File: config.mk
export PLATFORM = sky130hd
export DESIGN_NAME = vga_timing_gen_flat
export DESIGN_NICKNAME = d
export VERILOG_FILES = /design/src/rtl/vga_timing_if.sv /design/src/rtl/vga_timing_gen.sv /design/src/flat_wrapper.sv
export SDC_FILE = /design/constraint.sdc
export NUM_CORES = 1
export LEC_CHECK = 0
export CORE_MARGIN = 4
export CORE_UTILIZATION = 42
export DETAILED_ROUTE_END_ITERATION = 10
export GPL_TIMING_DRIVEN = 0
export HOLD_SLACK_MARGIN = 0.02
export SLEW_MARGIN = 20
export SYNTH_ARGS = -nofsm -noshare
export SYNTH_HDL_FRONTEND = slang
export SYNTH_SLANG_ARGS = --single-unit
File: constraint.sdc
create_clock -name clk -period 5.22 [get_ports clk]
set_input_delay 0.522 -clock clk [delete_from_list [all_inputs] [get_ports clk]]
set_output_delay 0.522 -clock clk [all_outputs]
set_load 0.02 [all_outputs]
File: src/rtl/vga_timing_if.sv
// Video timing bundle between the timing generator and the renderer/VGA output stages.
// The generator side takes pix_en in and drives sync, strobes, coordinates and frame count out.
interface vga_timing_if #(
    parameter int unsigned CW  = 11,
    parameter int unsigned FCW = 8
);
    logic           pix_en;
    logic           hsync;
    logic           vsync;
    logic           data_enable;
    logic           frame;
    logic           line;
    logic [CW-1:0]  x;
    logic [CW-1:0]  y;
    logic [FCW-1:0] frame_cnt;

    modport master (
        input  pix_en,
        output hsync, vsync, data_enable, frame, line, x, y, frame_cnt
    );

    modport slave (
        output pix_en,
        input  hsync, vsync, data_enable, frame, line, x, y, frame_cnt
    );
endinterface

File: src/rtl/vga_timing_gen.sv
// Parametrised video timing generator with pixel-clock enable, selectable sync polarity,
// registered coordinates, line/frame strobes and a wrapping completed-frame counter.
module vga_timing_gen #(
    parameter int unsigned H_ACTIVE = 640,
    parameter int unsigned H_FP     = 16,
    parameter int unsigned H_SYNC   = 96,
    parameter int unsigned H_BP     = 48,
    parameter int unsigned V_ACTIVE = 480,
    parameter int unsigned V_FP     = 10,
    parameter int unsigned V_SYNC   = 2,
    parameter int unsigned V_BP     = 33,
    parameter bit          H_POL    = 1'b0,
    parameter bit          V_POL    = 1'b0,
    parameter int unsigned CW       = 11,
    parameter int unsigned FCW      = 8
) (
    input logic         clk,
    input logic         rst,
    vga_timing_if.master vid
);
    localparam int unsigned H_TOTAL = H_ACTIVE + H_FP + H_SYNC + H_BP;
    localparam int unsigned V_TOTAL = V_ACTIVE + V_FP + V_SYNC + V_BP;

    if (H_ACTIVE == 0 || H_FP == 0 || H_SYNC == 0 || H_BP == 0 ||
        V_ACTIVE == 0 || V_FP == 0 || V_SYNC == 0 || V_BP == 0) begin : g_zero_width
        $error("vga_timing_gen: every porch, sync and active width must be non-zero");
    end
    if (((H_TOTAL - 1) >> CW) != 0 || ((V_TOTAL - 1) >> CW) != 0) begin : g_cw_too_small
        $error("vga_timing_gen: CW too narrow for H_TOTAL-1 or V_TOTAL-1");
    end

    localparam logic [CW-1:0] H_LAST   = CW'(H_TOTAL - 1);
    localparam logic [CW-1:0] V_LAST   = CW'(V_TOTAL - 1);
    localparam logic [CW-1:0] H_ACT_W  = CW'(H_ACTIVE);
    localparam logic [CW-1:0] V_ACT_W  = CW'(V_ACTIVE);
    localparam logic [CW-1:0] H_SS     = CW'(H_ACTIVE + H_FP);
    localparam logic [CW-1:0] H_SE     = CW'(H_ACTIVE + H_FP + H_SYNC);
    localparam logic [CW-1:0] V_SS     = CW'(V_ACTIVE + V_FP);
    localparam logic [CW-1:0] V_SE     = CW'(V_ACTIVE + V_FP + V_SYNC);

    logic [CW-1:0]  hc_q, hc_d, vc_q, vc_d;
    logic [FCW-1:0] cnt_q, cnt_d;
    logic [CW-1:0]  x_q, y_q;
    logic           de_q, de_d, hs_q, hs_d, vs_q, vs_d, frame_q, frame_d, line_q, line_d;

    always_comb begin
        hc_d  = hc_q + 1'b1;
        vc_d  = vc_q;
        cnt_d = cnt_q;
        if (hc_q == H_LAST) begin
            hc_d = '0;
            if (vc_q == V_LAST) begin
                vc_d  = '0;
                cnt_d = cnt_q + 1'b1;
            end else begin
                vc_d = vc_q + 1'b1;
            end
        end
        // Decode uses the pre-advance counters, so outputs lag the counters by one pixel.
        de_d    = (hc_q < H_ACT_W) && (vc_q < V_ACT_W);
        hs_d    = ((hc_q >= H_SS) && (hc_q < H_SE)) ? H_POL : ~H_POL;
        vs_d    = ((vc_q >= V_SS) && (vc_q < V_SE)) ? V_POL : ~V_POL;
        line_d  = (hc_q == '0);
        frame_d = (hc_q == '0) && (vc_q == '0);
    end

    always_ff @(posedge clk) begin
        if (!rst) begin
            hc_q    <= '0;
            vc_q    <= '0;
            cnt_q   <= '0;
            x_q     <= '0;
            y_q     <= '0;
            de_q    <= 1'b0;
            hs_q    <= ~H_POL;
            vs_q    <= ~V_POL;
            frame_q <= 1'b0;
            line_q  <= 1'b0;
        end else if (vid.pix_en) begin
            hc_q    <= hc_d;
            vc_q    <= vc_d;
            cnt_q   <= cnt_d;
            x_q     <= hc_q;
            y_q     <= vc_q;
            de_q    <= de_d;
            hs_q    <= hs_d;
            vs_q    <= vs_d;
            frame_q <= frame_d;
            line_q  <= line_d;
        end else begin
            frame_q <= 1'b0;
            line_q  <= 1'b0;
        end
    end

    assign vid.x           = x_q;
    assign vid.y           = y_q;
    assign vid.data_enable = de_q;
    assign vid.hsync       = hs_q;
    assign vid.vsync       = vs_q;
    assign vid.frame       = frame_q;
    assign vid.line        = line_q;
    assign vid.frame_cnt   = cnt_q;
endmodule

File: src/flat_wrapper.sv
// flat-port wrapper written by rule: the top's interface ports become plain ports
module vga_timing_gen_flat 
#(
    parameter int unsigned H_ACTIVE = 640,
    parameter int unsigned H_FP     = 16,
    parameter int unsigned H_SYNC   = 96,
    parameter int unsigned H_BP     = 48,
    parameter int unsigned V_ACTIVE = 480,
    parameter int unsigned V_FP     = 10,
    parameter int unsigned V_SYNC   = 2,
    parameter int unsigned V_BP     = 33,
    parameter bit          H_POL    = 1'b0,
    parameter bit          V_POL    = 1'b0,
    parameter int unsigned CW       = 11,
    parameter int unsigned FCW      = 8
)
  (clk, rst, vid_pix_en, vid_hsync, vid_vsync, vid_data_enable, vid_frame, vid_line, vid_x, vid_y, vid_frame_cnt);
  vga_timing_if #(.CW(CW), .FCW(FCW)) vid_i ();
  input logic clk;
  input logic rst;
  input wire logic [$bits(vid_i.pix_en)-1:0] vid_pix_en;
  output wire logic [$bits(vid_i.hsync)-1:0] vid_hsync;
  output wire logic [$bits(vid_i.vsync)-1:0] vid_vsync;
  output wire logic [$bits(vid_i.data_enable)-1:0] vid_data_enable;
  output wire logic [$bits(vid_i.frame)-1:0] vid_frame;
  output wire logic [$bits(vid_i.line)-1:0] vid_line;
  output wire logic [$bits(vid_i.x)-1:0] vid_x;
  output wire logic [$bits(vid_i.y)-1:0] vid_y;
  output wire logic [$bits(vid_i.frame_cnt)-1:0] vid_frame_cnt;
  assign vid_i.pix_en = vid_pix_en;
  assign vid_hsync = vid_i.hsync;
  assign vid_vsync = vid_i.vsync;
  assign vid_data_enable = vid_i.data_enable;
  assign vid_frame = vid_i.frame;
  assign vid_line = vid_i.line;
  assign vid_x = vid_i.x;
  assign vid_y = vid_i.y;
  assign vid_frame_cnt = vid_i.frame_cnt;
  vga_timing_gen #(.H_ACTIVE(H_ACTIVE), .H_FP(H_FP), .H_SYNC(H_SYNC), .H_BP(H_BP), .V_ACTIVE(V_ACTIVE), .V_FP(V_FP), .V_SYNC(V_SYNC), .V_BP(V_BP), .H_POL(H_POL), .V_POL(V_POL), .CW(CW), .FCW(FCW)) u_core (.clk(clk), .rst(rst), .vid(vid_i));
endmodule
Word level (Yosys, flattened, before mapping)
Cells that the tools add are included.
Widths: inputs -> output; s select.
{"block": "classes", "n_mul": 0, "n_addsub": 3, "n_eq_ne": 2, "n_bitwise": 0, "n_lt_le_gt_ge": 6, "n_reduce_logical": 9, "shift": 0, "muxes": 4, "div": 0}
{"cell": "$add 11x1->11 const B", "count": 2}
{"cell": "$eq 11x10->1 const B", "count": 2}
{"cell": "$logic_not 11->1", "count": 2}
{"cell": "$lt 11x10->1 const B", "count": 2}
{"cell": "$lt 11x9->1 const B", "count": 2}
{"cell": "$mux 11", "count": 2}
{"cell": "$ge 11x10->1 const B", "count": 1}
{"cell": "$ge 11x9->1 const B", "count": 1}
{"cell": "$add 8x1->8 const B", "count": 1}
{"cell": "$logic_and 1x1->1", "count": 4}
{"cell": "$reduce_and 2->1", "count": 2}
{"cell": "$reduce_and 3->1", "count": 1}
{"cell": "$mux 1", "count": 2}
{"block": "totals", "mem_bits_rw": 0, "reg_bits": 57, "mem_count": 0, "in_bits": 3, "mem_bits_ro": 0, "latch_bits": 0, "out_inout_bits": 35}

Longest topological paths before layout
Gate-level depths: netlist (run 1).
{"block": "depth", "depth_word": 3, "depth_mapped": 7, "mapped_depth_nobuf": 6}

Least setup slack after synthesis (run 1)
OpenSTA, ideal clock, no wires.
{"block": "synth_path", "path_type": "register -> register", "from": "reg u_core.hc_q[0]", "to": "reg u_core.vc_q[8]", "path_buffers": 2, "arrival_time_ns": 1.745, "path_stages_with_launch": 8, "path_slack_ns": 3.405, "cell_sequence": "dfxtp_1 ha_1 and4_4 buf_6 nand4_4 buf_6 or4_1 a21oi_1"}
{"block": "synth_between", "elab_chain_cells": 2}
{"item": "start: declaration", "line_no": "vga_timing_gen.sv:41", "source": "logic [CW-1:0] hc_q, hc_d, vc_q, vc_d;"}
{"item": "start signal: assignment", "line_no": "vga_timing_gen.sv:69", "source": "hc_q <= '0;"}
{"item": "start signal: assignment", "line_no": "vga_timing_gen.sv:80", "source": "hc_q <= hc_d;"}
{"item": "$eq 11x10->1", "line_no": "vga_timing_gen.sv:50", "source": "if (hc_q == H_LAST) begin"}
{"item": "$reduce_and 2->1 (no source line)"}
{"item": "end signal: assignment", "line_no": "vga_timing_gen.sv:81", "source": "vc_q <= vc_d;"}
{"item": "end: declaration", "line_no": "vga_timing_gen.sv:41"}
No other way between the ends.
A chain may end at the register's enable or synchronous reset.

Worst setup path after layout (run 1)
{"block": "layout_path", "from": "in vid_pix_en", "to": "reg u_core.vc_q[2]"}
{"block": "layout_between", "elab_chain_cells": 1}
{"item": "start: declaration", "line_no": "flat_wrapper.sv:21", "source": "input wire logic [$bits(vid_i.pix_en)-1:0] vid_pix_en;"}
{"item": "$reduce_and 2->1 (no source line)"}
No other way between the ends.

==> parameters.txt, run 1 <==
Parameter                              Value

Power
  Max IR drop VDD ... 0.163 mV
  Total design power ... 0.837 mW
  Power per cell area ... 258 nW/um2
  Standby leakage power ... 1.20 nW

Timing
  Final worst-path setup slack ... 3.11 ns
  Setup TNS Final ... 0 ns
  Setup violation total in the final timing report ... 0
  Worst hold slack across all endpoints ... 0.408 ns
  Final Skew ... 0.00926 ns
  Tmin final ... 2.11 ns
  Setup repair after global routing missed its margin ... no
  Max-Slew Margin vs Limit ... 53.5%
  Count of endpoints failing hold in the final timing report ... 0
  Fmax ... 0.475 GHz
  Portion of the clock cycle consumed by the worst path in the final layout ... 40.3%
  Transition time of the tightest slew-check pin ... 0.698 ns
  Count of pins over their slew limit ... 0

Cells and area
  Filler Cells Inserted ... 567
  Number of nets in the layout ... 335
  Final design instance area without fill ... 3240 um2
  Area Overhead vs Synth ... 24.0%
  Final cell count without fillers ... 406
  End-of-flow core utilization ... 54.1%
  Share of layout cells above drive strength 1 ... 11.5%
  Antenna Diode Count ... 0

Clock tree
  PostCTS Resize Cnt ... 0
  Sink Count ... 57
  TritonCTS clock tree ... built
  Later-pin clock latency in the skew report ... 0.33 ns
  Cell chosen for the clock root ... sky130_fd_sc_hd__clkbuf_8
  Max Buffers Root-to-Sink ... 2
  Hold buffer count at cts ... 0
  Clock-pin slew of the registers on the worst-case setup and hold paths ... 0.06 ns
  H-Tree Depth ... 3
  Post-CTS setup-driven buffer insertion count ... 0
  Clock buffer count from CTS ... 9

Flow run
  Max-capacitance violation count ... 0

Min path
  Min-Delay Path Class ... in2reg
  Min-Delay Endpoint ... u_core.vid.vsync$_SDFFE_PN1P_
  Hold Startpoint ... rst
  Number of cells traversed by the worst hold path ... 2

Worst setup path
  Crit path capture type ... flop
  Reg-to-reg startpoint ... u_core.hc_q[0]$_SDFFE_PN0P_
  Depth of the worst register-to-register path ... 7
  Worst endpoint data arrival time ... 2.31 ns
  Kind of critical path ... in2reg
  Destination of the worst register-to-register timing path ... u_core.vc_q[2]$_SDFFE_PN0P_
  Minimum setup slack among reg-to-reg paths ... 3.22 ns
  Required @ worst endpoint ... 5.42 ns
  Crit-path max FO ... 10
  Type of origin of the critical path ... input port

Drt
  Vias per Instance ... 5.26
  Detailed-routing iteration count for the pre-antenna-repair pass ... 4
  Antenna-violating nets left ... 0
  DRC violation total after the first TritonRoute iteration ... 93
  Drc violations ... 0
  Sum of routed wire length over all layers ... 5.72 mm
  Via Count ... 2135
  Wire per inst ... 14.1 um

Logic synthesis
  Dominant cell by count in the synthesized netlist ... sky130_fd_sc_hd__dfxtp_1
  Number of distinct standard cells referenced by the synthesized netlist ... 48
  Seq/Total Area, Yosys ... 43.7%
  Post-Syn Area per Cell ... 9.37 um2
  Mapped Cells ... 279
  Cell accounting for the most synthesized area ... sky130_fd_sc_hd__dfxtp_1
  Async set-or-reset flop fraction in the synthesized netlist ... 0%
  Count of warnings emitted by yosys ... 0
  Number of enable-type register cells in the synthesized netlist ... 0
  Proportion of netlist area held by the largest area contributor ... 43.7%
  Main area contributors after synthesis ... sky130_fd_sc_hd__dfxtp_1 44%, sky130_fd_sc_hd__mux2i_1 8.8%, sky130_fd_sc_hd__nor2_1 5.6%
  Post-synth top flop ... sky130_fd_sc_hd__dfxtp_1
  Number of synthesized register bits ... 57
  Mapped cell area ... 2610 um2
  Leading post-synthesis cells by instance count ... 57 x sky130_fd_sc_hd__dfxtp_1, 39 x sky130_fd_sc_hd__nor2_1, 23 x sky130_fd_sc_hd__mux2i_1
  Syn nets ... 288

Placement
  Worst Setup Slack post-DPL ... 2.75 ns
  Final weighted congestion in routability-driven placement ... 0.811
  Placed cells ... 390
  Placement Cell Area ... 3070 um2
  Final HPWL from detailed placement ... 4.07 mm
  Number of buffers added on ports ... 36

Global route
  GRT Resource Usage Total ... 16.9%
  Global-route wire length before repair ... 9.94 mm
  Pin count of the biggest net entering global routing ... 11
  Via count of the first global-routing pass ... 2051
  Antenna violations before repair ... 0
  Sum of overflow across all layers after global routing ... 0

Floorplanning
  Initial core utilization ... 43.6%
  Horizontal die dimension ... 86.9 um
  Die area ... 7550 um2
  Std cell rows ... 28
  Core region area ... 5990 um2
  Ports ... 38
  Die span in y ... 86.9 um

Status
  Status ... finished, final reports clean
==> metal layers <==
layer  GRT usage, %  wire (um)  up-vias
met2           24.2       2500       45
met1           23.8       2900      991
met3           3.88        200       10
met5              0          0        -
li1               -          -     1089
met4           8.50        128        0
==> how the worst max path moves through the flow <==
stage / start / end / cells past startpoint
5_1_grt: vid_pix_en / u_core.vid.frame$_SDFF_PN0_ / 5
3_3_place_gp: vid_pix_en / u_core.vc_q[9]$_SDFFE_PN0P_ / 7
6_report: vid_pix_en / u_core.vc_q[2]$_SDFFE_PN0P_ / 7
4_1_cts: vid_pix_en / u_core.vc_q[3]$_SDFFE_PN0P_ / 7
2_1_floorplan: u_core.hc_q[0]$_SDFFE_PN0P_ / u_core.vc_q[8]$_SDFFE_PN0P_ / 7
3_5_place_dp: vid_pix_en / u_core.vc_q[0]$_SDFFE_PN0P_ / 7
==> worst max-delay path: stages <==
cell	delay, ns
sky130_fd_sc_hd__clkdlybuf4s50_1	0.54
sky130_fd_sc_hd__and4_4	0.23
sky130_fd_sc_hd__buf_6	0.15
sky130_fd_sc_hd__nand3_1	0.18
sky130_fd_sc_hd__buf_6	0.21
sky130_fd_sc_hd__o21ai_2	0.37
sky130_fd_sc_hd__nor2_1	0.09
==> layout make-up <==
class	count	area, um2	share of cell area [%]
Timing Repair Buffer	36	360	11.1
Clock buffer	13	159	4.90
Sequential cell	57	1140	35.2
Clock inverter	3	15.0	0.463
Inverter	10	37.5	1.16
Tap cell	75	93.8	2.89
Buffer	17	146	4.52
Multi-Input combinational cell	195	1290	39.8
==> flip-flops by register name (all words and copies together), names as in the netlist, 8 cells and up <==
signal,flops
u_core.vid.y,11
u_core.vc_q,11
u_core.vid.x,11
u_core.vid.frame_cnt,8
u_core.hc_q,11
==> where the power goes <==
| group | total, mW | leakage, nW | switching [mW] | internal (mW) |
|---|---|---|---|---|
| clock | 0.361 | 0.0932 | 0.165 | 0.196 |
| combinational | 0.0360 | 0.644 | 0.0220 | 0.0140 |
| sequential | 0.441 | 0.460 | 0.00235 | 0.438 |
| total | 0.837 | 1.20 | 0.189 | 0.648 |
==> cells in the final DEF (no fill, tap or decap), drive strengths merged, types with 2 or more instances in the layout <==
| cell | netlist | final |
|---|---|---|
| ha | 6 | 6 |
| inv | 9 | 9 |
| o31ai | 8 | 8 |
| nand2 | 15 | 15 |
| xor2 | 7 | 7 |
| nor3 | 5 | 5 |
| dfxtp | 57 | 57 |
| mux2i | 23 | 23 |
| buf | 13 | 13 |
| clkdlybuf4s50 | 0 | 36 |
| and2 | 2 | 2 |
| or4 | 8 | 8 |
| nor3b | 2 | 2 |
| nand3 | 10 | 10 |
| clkbuf | 4 | 17 |
| o21ai | 10 | 10 |
| and3 | 5 | 5 |
| nor2 | 39 | 39 |
| or3 | 5 | 5 |
| clkinv | 1 | 4 |
| nand4 | 10 | 10 |
| a21oi | 17 | 17 |
| xnor2 | 5 | 5 |
| o211ai | 2 | 2 |
| nor4 | 4 | 4 |
==> cell families after synthesis <==
logic type	after synthesis	share of synthesized area, %
simple gates	114	24.4
flops	57	43.7
compound gates	40	9.19
buf+inv	27	7.04
mux	23	8.81
xor+xnor	12	4.02
fa+ha+maj	6	2.87
Note: power is estimated with default switching activity, not from simulation.
==> run 2: changes to the inputs <==
clock period = 2 ns   (was 5.22 ns; I/O delays follow)
==> parameters.txt, run 2 (synthesis gave the netlist of run 1 again) <==
Parameter                              Value

Floorplanning
  Core region area ... 5990 um2 (unchanged)
  Die span in y ... 86.9 um (unchanged)
  Die area ... 7550 um2 (unchanged)
  Initial core utilization ... 43.6% (unchanged)
  Horizontal die dimension ... 86.9 um (unchanged)
  Ports ... 38 (unchanged)
  Std cell rows ... 28 (unchanged)

Cells and area
  Final design instance area without fill ... 3300 um2 (was 3240 um2)
  Number of nets in the layout ... 338 (was 335)
  Antenna Diode Count ... 0 (unchanged)
  Most frequent cells in the layout ... 55 x sky130_fd_sc_hd__dfxtp_1, 39 x sky130_fd_sc_hd__nor2_1, 36 x sky130_fd_sc_hd__clkdlybuf4s50_1 (was 57 x sky130_fd_sc_hd__dfxtp_1, 39 x sky130_fd_sc_hd__nor2_1, 36 x sky130_fd_sc_hd__clkdlybuf4s50_1)
  Leading cell type in the layout, fill and taps excluded ... sky130_fd_sc_hd__dfxtp_1 (unchanged)
  Share of layout cells above drive strength 1 ... 13.8% (was 11.5%)
  Area Overhead vs Synth ... 26.3% (was 24.0%)

Min path
  Hold Startpoint ... rst (unchanged)
  Number of cells traversed by the worst hold path ... 2 (unchanged)
  Min-Delay Path Class ... in2reg (unchanged)
  Min-Delay Endpoint ... u_core.vid.vsync$_SDFFE_PN1P_ (unchanged)

Timing
  Setup repair after global routing missed its margin ... no (unchanged)
  Count of pins over their slew limit ... 0 (unchanged)
  Tmin final ... 1.90 ns
  Max-Slew Margin vs Limit ... 53.4% (was 53.5%)
  Portion of the clock cycle consumed by the worst path in the final layout ... 94.8%
  Count of endpoints failing hold in the final timing report ... 0 (unchanged)
  Transition time of the tightest slew-check pin ... 0.699 ns (was 0.698 ns)
  Worst hold slack across all endpoints ... 0.0952 ns (was 0.408 ns)
  Final Skew ... 0.00816 ns (was 0.00926 ns)
  Setup violation total in the final timing report ... 0 (unchanged)
  Final worst-path setup slack ... 0.104 ns (was 3.11 ns)
  Fmax ... 0.527 GHz

Worst setup path
  Reg-to-reg startpoint ... u_core.hc_q[1]$_SDFFE_PN0P_ (was u_core.hc_q[0]$_SDFFE_PN0P_)
  Type of origin of the critical path ... flop (was input port)
  Worst endpoint data arrival time ... 2.16 ns (was 2.31 ns)
  Crit path capture type ... flop (unchanged)
  Depth of the worst register-to-register path ... 7 (unchanged)
  Crit-path max FO ... 10 (unchanged)
  Minimum setup slack among reg-to-reg paths ... 0.10 ns (was 3.22 ns)
  Required @ worst endpoint ... 2.26 ns (was 5.42 ns)
  Kind of critical path ... reg2reg (was in2reg)
  Destination of the worst register-to-register timing path ... u_core.vc_q[6]$_SDFFE_PN0P_ (was u_core.vc_q[2]$_SDFFE_PN0P_)

Clock tree
  Cell chosen for the clock root ... sky130_fd_sc_hd__clkbuf_8 (unchanged)
  Clock buffer count from CTS ... 9 (unchanged)
  Hold buffer count at cts ... 0 (unchanged)
  Max Buffers Root-to-Sink ... 2 (unchanged)
  TritonCTS clock tree ... built (unchanged)
  Later-pin clock latency in the skew report ... 0.33 ns (about the same)
  Sink Count ... 57 (unchanged)
  H-Tree Depth ... 3 (unchanged)
  Clock-pin slew of the registers on the worst-case setup and hold paths ... 0.06 ns (about the same)

Drt
  Drc violations ... 0 (unchanged)
  Via Count ... 2172 (was 2135)
  Antenna-violating nets left ... 0 (unchanged)
  Detailed-routing iteration count for the pre-antenna-repair pass ... 5 (was 4)
  Wire per inst ... 14.2 um (was 14.1 um)
  Sum of routed wire length over all layers ... 5.83 mm (was 5.72 mm)
  DRC violation total after the first TritonRoute iteration ... 150 (was 93)
  Vias per Instance ... 5.31 (was 5.26)

Global route
  GRT Resource Usage Total ... 17.0% (was 16.9%)
  Global-route wire length before repair ... 9.94 mm (unchanged)
  Antenna violations before repair ... 0 (unchanged)
  Pin count of the biggest net entering global routing ... 11 (unchanged)
  Via count of the first global-routing pass ... 2048 (was 2051)
  Sum of overflow across all layers after global routing ... 0 (unchanged)

Status
  Status ... finished, final reports clean (unchanged)

Power
  Standby leakage power ... 1.21 nW (was 1.20 nW)
  Max IR drop VDD ... 0.427 mV (was 0.163 mV)
  Power per cell area ... 663 nW/um2 (was 258 nW/um2)

Placement
  Final weighted congestion in routability-driven placement ... 0.811 (unchanged)
  Placement Cell Area ... 3070 um2 (unchanged)
  Number of buffers added on ports ... 36 (unchanged)
  Worst Setup Slack post-DPL ... -0.150 ns (was 2.75 ns)
  Final HPWL from detailed placement ... 4.07 mm (unchanged)

Flow run
  Max-capacitance violation count ... 0 (unchanged)
-- run 2: cell types whose count changed in the layout (fill, tap and decap cells not counted), sizes merged --
cell  delta
buf      +3
-- run 2: routing by layer --
| layer | vias to the layer above | track usage, % | routed length [um] |
|---|---|---|---|
| met5 | - | 0 | 0 |
| met4 | 0 | 8.50 | 85 |
| met3 | 5 | 3.88 | 257 |
| met2 | 58 | 24.1 | 2590 |
| met1 | 1015 | 23.9 | 2890 |
| li1 | 1094 | - | - |
-- run 2: worst max-delay path by stage --
stage | from | to
global placement | vid_pix_en | u_core.vc_q[9]$_SDFFE_PN0P_
CTS | u_core.hc_q[0]$_SDFFE_PN0P_ | u_core.vc_q[8]$_SDFFE_PN0P_
detailed placement | vid_pix_en | u_core.vc_q[0]$_SDFFE_PN0P_
global route | u_core.hc_q[1]$_SDFFE_PN0P_ | u_core.vc_q[6]$_SDFFE_PN0P_
floorplan | u_core.hc_q[0]$_SDFFE_PN0P_ | u_core.vc_q[8]$_SDFFE_PN0P_
finish | u_core.hc_q[1]$_SDFFE_PN0P_ | u_core.vc_q[6]$_SDFFE_PN0P_
-- run 2: final cells by class --
class | instances | area, um2
fill | 558 | 2690
multi-input combinational | 195 | 1320
buffer | 17 | 146
clock buffer | 13 | 159
inverter | 10 | 37.5
clock inverter | 3 | 15.0
timing repair buffer | 39 | 383
tap | 75 | 93.8
sequential | 57 | 1150
-- run 2: critical path, cell delays in order, from the launching register on --
cell,delay (ns)
sky130_fd_sc_hd__dfxtp_2,0.38
sky130_fd_sc_hd__ha_4,0.15
sky130_fd_sc_hd__and4_4,0.22
sky130_fd_sc_hd__buf_6,0.15
sky130_fd_sc_hd__nand4_4,0.11
sky130_fd_sc_hd__buf_6,0.16
sky130_fd_sc_hd__or4b_1,0.50
sky130_fd_sc_hd__a21oi_1,0.14
-- run 2: where the power goes --
part	internal, mW	leakage [nW]	switching (mW)
clock network	0.511	0.0932	0.431
logic	0.0373	0.660	0.0582
registers	1.14	0.461	0.00740
-- run 2: repair_timing --
item,in CTS,in global routing
resized for setup,1,7
pin swaps,0,0
setup endpoints to repair,3,16
setup buffers,0,3
-- run 2: through the flow --
stage	power, mW	std cells	setup TNS (ns)	utilization, %
floorplan	1.24	279	0	-
global placement	1.27	390	-3.02	51.2
detailed placement	1.27	390	-3.46	51.2
CTS	2.22	406	0	54.2
global route	2.29	409	0	55.1
finish	2.19	409	0	55.1
==> run 3: changes to the inputs <==
--- a/constraint.sdc
+++ b/constraint.sdc
@@ -3,2 +3,2 @@
 set_output_delay 0.2 -clock clk [all_outputs]
-set_load 0.02 [all_outputs]
+set_load 0.005 [all_outputs]
==> results of run 3 <==
The final DEF is identical to that of run 2. Status: finished, final reports clean.
Main changes from that run: total power 2.19 mW -> 2.18 mW
